## src/rtl/norl_stat.sv

```systemverilog
// norl_stat: per-frame popcount, AND and OR statistics over result words from an upstream NOR stage.
// A frame of FRAME_LEN accepted words is reduced, then held until the consumer takes it.
module norl_stat #(
  parameter int W         = 8,
  parameter int FRAME_LEN = 4,
  localparam int CW       = $clog2(W*FRAME_LEN+1)
) (
  input  logic          clk,
  input  logic          rst_n,
  input  logic          clr,
  input  logic [W-1:0]  y,
  input  logic          in_valid,
  output logic          in_ready,
  output logic          out_valid,
  input  logic          out_ready,
  output logic [CW-1:0] ones,
  output logic [W-1:0]  and_acc,
  output logic [W-1:0]  or_acc,
  output logic          all_zero
);

  localparam int NW = $clog2(FRAME_LEN+1);
  localparam logic [NW-1:0] LAST_CNT = NW'(FRAME_LEN-1);

  typedef enum logic [1:0] {IDLE = 2'd0, ACCUM = 2'd1, HOLD = 2'd2} state_t;

  state_t        state_reg, state_next;
  logic [NW-1:0] count_reg, count_next;
  logic [CW-1:0] ones_reg,  ones_next;
  logic [W-1:0]  and_reg,   and_next;
  logic [W-1:0]  or_reg,    or_next;
  logic [CW-1:0] y_ones;

  function automatic logic [CW-1:0] popcount(input logic [W-1:0] v);
    logic [CW-1:0] s;
    s = '0;
    for (int i = 0; i < W; i++) s = s + CW'(v[i]);
    return s;
  endfunction

  assign y_ones    = popcount(y);
  assign in_ready  = (state_reg != HOLD);
  assign out_valid = (state_reg == HOLD);
  assign all_zero  = out_valid && (or_reg == '0);
  assign ones      = ones_reg;
  assign and_acc   = and_reg;
  assign or_acc    = or_reg;

  always_ff @(posedge clk or negedge rst_n) begin
    if (!rst_n) begin
      state_reg <= IDLE;
      count_reg <= '0;
      ones_reg  <= '0;
      and_reg   <= '0;
      or_reg    <= '0;
    end else begin
      state_reg <= state_next;
      count_reg <= count_next;
      ones_reg  <= ones_next;
      and_reg   <= and_next;
      or_reg    <= or_next;
    end
  end

  // clr outranks both an accept and a release, so it is decoded ahead of the state case.
  always_comb begin
    state_next = state_reg;
    count_next = count_reg;
    ones_next  = ones_reg;
    and_next   = and_reg;
    or_next    = or_reg;
    if (clr) begin
      state_next = IDLE;
      count_next = '0;
      ones_next  = '0;
      and_next   = '0;
      or_next    = '0;
    end else begin
      case (state_reg)
        IDLE: begin
          if (in_valid) begin
            ones_next  = y_ones;
            and_next   = y;
            or_next    = y;
            count_next = NW'(1);
            state_next = (FRAME_LEN == 1) ? HOLD : ACCUM;
          end
        end
        ACCUM: begin
          if (in_valid) begin
            ones_next  = ones_reg + y_ones;
            and_next   = and_reg & y;
            or_next    = or_reg | y;
            count_next = count_reg + NW'(1);
            if (count_reg == LAST_CNT) state_next = HOLD;
          end
        end
        HOLD: begin
          // A released frame leaves empty partials behind for the next one.
          if (out_ready) begin
            state_next = IDLE;
            count_next = '0;
            ones_next  = '0;
            and_next   = '0;
            or_next    = '0;
          end
        end
        default: state_next = IDLE;
      endcase
    end
  end

endmodule

```

## config.mk

```make
export PLATFORM = sky130hd
export DESIGN_NAME = norl_stat
export DESIGN_NICKNAME = d
export VERILOG_FILES = /design/src/rtl/norl_stat.sv
export SDC_FILE = /design/constraint.sdc
export NUM_CORES = 1
export LEC_CHECK = 0
export BUFFER_PORTS_ARGS = -buffer_cell sky130_fd_sc_hd__buf_2
export CORE_UTILIZATION = 50
export CTS_BUF_LIST = sky130_fd_sc_hd__clkbuf_4
export DETAILED_ROUTE_END_ITERATION = 12
export GPL_ROUTABILITY_DRIVEN = 0
export HOLD_SLACK_MARGIN = 0.03
export PLACE_DENSITY = 0.88
export SLEW_MARGIN = 30
export SYNTH_ARGS = -nofsm -noshare
export SYNTH_HDL_FRONTEND = slang
export SYNTH_SLANG_ARGS = --single-unit
```

## constraint.sdc

```tcl
create_clock -name clk -period 1.7 [get_ports clk]
set_input_delay 0.17 -clock clk [delete_from_list [all_inputs] [get_ports clk]]
set_output_delay 0.17 -clock clk [all_outputs]
set_load 0.05 [all_outputs]
```

Word-level counts from Yosys, hierarchy flattened. Cells that the tools add are included. Widths: inputs -> output; s select.

Output and inout bits: 25. Logic and storage cells: 54. Register bits: 27. Input port bits: 13.

Equal/unequal tests: 8. Reductions and logical operators: 6. Mux-type cells: 24. Add/subtract/negate cells: 9. Bitwise logic cells: 2.

Operators by type and width (count): $mux 8 (6); $pmux 8 s3 (2); $mux 6 (4); $pmux 6 s3 (1); $add 6x1->6 (2); $mux 3 (4); $mux 2 (5); $ne 3x3->1 const B (3); $pmux 3 s3 (1); $and 8x8->8 (1); $logic_not 8->1 (1); $or 8x8->8 (1); $reduce_and 4->1 (2); $add 5x1->6 (1); $add 6x6->6 (1); $pmux 2 s3 (1); $add 4x1->5 (1); $add 3x1->4 (1); $reduce_bool 4->1 (1); $add 2x1->3 (1); $add 3x1->3 const B (1); $eq 3x2->1 const B (1); $ne 3x2->1 const B (1); $add 1x1->2 (1); other kinds (5) (5).

Depth between registers and ports, before layout.
Depth in word-level cells: 11. Depth in mapped cells: 13. Depth with buffers taken out: 13.

Worst setup path after synthesis. Ideal clock, no wire load.

Kind: input port to flip-flop. Start: input y[0]. End: register ones_reg[2] (netlist: ones[2]). Setup time: 65 ps. Path buffers: 0. Arrival: 3562 ps. Data required time: 1635 ps. Setup slack: -1927 ps. Stages: 13. Cell sequence: inv_1 > fa_1 > fa_1 > fa_1 > inv_1 > ha_1 > fa_1 > inv_1 > fa_1 > nor2b_1 > or3_1 > a211oi_1 > a21o_1.

Longest elaborated chain between the ends: 11. Elaborated cells between the ends (all ways): 12. Those cells by class: add/sub: 8; mux: 4.

Ends and longest elaborated chain: from (decl) (line 11) `input logic [W-1:0] y,`; $add 1x1->2 (*) (line 37) `for (int i = 0; i < W; i++) s = s + CW'(v[i]);`; $add 2x1->3 (*) (line 37); $add 3x1->4 (*) (line 37); $add 4x1->5 (*) (line 37); $add 5x1->6 (*) (line 37); $add 6x1->6 (*) (2 in a row) (line 37); $add 6x6->6 (line 91) `ones_next = ones_reg + y_ones;`; $mux 6 (line 90) `if (in_valid) begin`; $pmux 6 s3 (*) (line 79) `case (state_reg)`; $mux 6 (*) (line 72) `if (clr) begin`; to (signal assigned) (line 59) `ones_reg <= ones_next;`; to (decl) (line 29) `logic [CW-1:0] ones_reg, ones_next;`.

Mark *: on every way between the ends. The rest lies on a longest branch, timed or not. The select of a mux whose other input is x is not followed. A chain may end at the register's enable or synchronous reset.

Final worst setup path.
Start: input y[3]. End: register ones_reg[2] (netlist: ones[2]).

Longest elaborated chain between the ends: 9. Elaborated cells between the ends (all ways): 10. Those cells by class: add/sub: 6; mux: 4.

Ends and longest elaborated chain (line): $add 3x1->4 (*) (37); $add 4x1->5 (*) (37); $add 5x1->6 (*) (37); $add 6x1->6 (*) (2 in a row) (37); $add 6x6->6 (91); $mux 6 (90); $pmux 6 s3 (*) (79); $mux 6 (*) (72).

Marked as above.

==> impl_metrics.tcl <==
set metrics [dict create \
    final_cell_mix "buf_2, buf_4, dfrtp_1" \
    cts_tree "built" \
    final_common_cell "buf_2" \
    use_met2_pct 46.5 \
    grt_pass1_wl_mm 6.94 \
    cp-end-kind "flip-flop" \
    cts_buffers 3 \
    gr-usage-all-layers_pct 27.1 \
    antenna-diode-count 0 \
    maxCapViolCount 0 \
    synth_top_cell_by_area "dfrtp_1" \
    drc 0 \
    syn_inst 162 \
    yosysSeqAreaShare_pct 41.0 \
    synthTopCellsByArea "dfrtp_1, ha_1, fa_1" \
    path_cells "buf_8 -> inv_8 -> fa_1 -> fa_1 -> fa_1 -> inv_2 -> ha_4 -> fa_2 -> inv_2 -> fa_2 -> nor2b_1 -> or3_1 -> a211oi_2 -> a21o_1" \
    hold_viol_final 0 \
    critPathMaxStageDelay_ns 0.56 \
    synth_top_area_share_pct 41.0 \
    postRouteAntennaNets 0 \
    setup_viol 25 \
    place_area_um2 2170 \
    num_rows 20 \
    setup_ws_ns -1.70 \
    use_met3_pct 2.84 \
    worst_path_max_delay_cell "fa_1" \
    synth.avg_cell_area_um2 10.2 \
    max_freq_mhz 294 \
    syn2layout_area_growth_pct 48.9 \
    die_width_um 59.4 \
    max-vdd-ir-drop_mv 0.719 \
    grt_pass1_vias 1494 \
    netlist_area_um2 1650 \
    grt_max_degree 28 \
    clk_path_buf_depth 2 \
    syn_nets 193 \
    violations "setup timing" \
    cts.reportedPaths.clkPinSlew_ns 0.16 \
    initial_utilization_pct 53.1 \
    final_core_util_pct 79.1 \
    dieArea_um2 3530 \
    final_nets 266 \
    dr_total_vias 1527 \
    io_buffers 37 \
    wl_per_cell_um 15.4 \
    period_minus_slack_ns 3.40 \
    die_h_um 59.4 \
    cts_root_buf "clkbuf_4" \
    final_cell_area_um2 2450 \
    routed_wl_mm 4.28 \
    crit_arrival_ns 3.71 \
    use_met1_pct 35.3 \
    status "complete, but fails checks" \
    ys.warnings.count 0 \
    rsz0062_at_grt "true" \
    finalPower_w 0.00282 \
    synthFlopType "dfrtp_1" \
    drive_above_1_share_pct 53.8 \
    final_max_slew_viol_count 0 \
    htreeDepth 1 \
    dp_hpwl_mm 3.04 \
    async_reset_ff_share_pct 100 \
    first_pass_iters 4 \
    core_area_um2 3100 \
    fin_skew_ns 0.0171 \
    start_kind "primary input" \
    ys_seq_elements 27 \
    grt_busiest_layer "met2" \
    via_per_inst 5.49 \
    finalSetupTns_ns -9.60 \
    path_max_fanout 2 \
    fin_crit_sh_pct 200 \
    n_fill_cell 214 \
    antenna_found_initial 0 \
    criticalPathCategory "primary input to flip-flop" \
    yosys.cell_types.count 37 \
    path_common_cell "fa_1" \
    worst_pin_slew_ns 0.620 \
    clock_sinks 27 \
    synth_edf_count 0 \
    min_path_type "primary input to flip-flop" \
    ios 38 \
    grt_overflow 0 \
    crit_required_ns 2.01 \
    relSlewSlack_pct 58.7 \
    power_density_nw_per_um2 1150 \
    p_leak_nw 1.20 \
    drt_iter0_drc 68 \
    place_ws_ns -2.16 \
    worstSkewPairLatency_ns 0.35 \
]
critical path: cells and delay by family:
family | cells | cell delay (ns)
adder cells (fa/ha/maj) | 6 | 2.58
buffers and inverters | 4 | 0.22
AND/OR/NAND/NOR | 2 | 0.46
AO/OA/AOI/OAI | 2 | 0.29
where the power goes:
group,total [W],internal (W),switching (W)
clock,0.000311,0.000108,0.000202
combinational,0.00165,0.000704,0.000946
sequential,0.000855,0.000753,0.000102
total,0.00282,0.00157,0.00125
what timing repair did:
action / CTS / global route
setup endpoints to repair: 26 / 26
gates resized for setup: 27 / 14
hold buffers: 1 / 0
pin swaps: 17 / 4
setup buffers: 7 / 1
hold endpoints to repair: 27 / 0
gates cloned: 0 / 0
routing by layer:
metal  vias up  part of all wire (%)
li1        718                     -
met1       756                    45
met2        44                    49
met3         9                   3.1
met4         0                   2.1
met5         -                     0
synthesized netlist by cell type, drive strengths merged, types with 2 or more instances:
cell type  instances
a21o               3
a21oi              6
a22o               7
a2bb2oi            8
a31oi              3
buf                2
clkbuf             4
dfrtp             27
fa                 5
ha                13
inv               21
mux2               2
mux2i              3
nand2             17
nand2b             3
nand3              6
nor2               2
nor2b              4
o211ai             2
o21ai              5
o31ai              2
or3                4
cells by family after synthesis:
| family | synth area share [%] |
|---|---|
| muxes | 3.19 |
| buffers and inverters | 6.83 |
| adders and majority gates | 15.9 |
| DFF | 41.0 |
| and+or+nand+nor | 12.9 |
| xor gates and xnor gates | 0.531 |
| AOI/OAI and AO/OA | 19.7 |
final timing paths:
path,startpoint,to,slack [ns],depth (start not counted)
max,y[3],ones[2]$_DFFE_PN0P_,-1.70,14
min,y[1],or_acc[1]$_DFFE_PN0P_,0.16,3
max reg2reg,state_reg[1]$_DFFE_PN0P_,ones[5]$_DFFE_PN0P_,-0.12,8
min reg2reg,or_acc[2]$_DFFE_PN0P_,or_acc[2]$_DFFE_PN0P_,0.53,1
max in group asynchronous,rst_n,or_acc[3]$_DFFE_PN0P_,0.90,2
min in group asynchronous,rst_n,and_acc[0]$_DFFE_PN0P_,0.36,2
area by class of cell:
type / count / area (um^2) / share of cell area, %
multi-input cells: 108 / 1090 / 44.2
flip-flops and latches: 27 / 681 / 27.7
repair buffers: 74 / 513 / 20.9
inverters: 21 / 90.1 / 3.67
well taps: 44 / 55.1 / 2.24
clock buffers: 4 / 30.0 / 1.22
metrics by stage:
stage,std cells,hold slack [ns]
2_1_floorplan,162,-0.126
3_3_place_gp,265,0.214
3_5_place_dp,265,0.220
4_1_cts,277,0.165
5_1_grt,278,0.167
6_report,278,0.165
(Power assumes the default switching activity.)
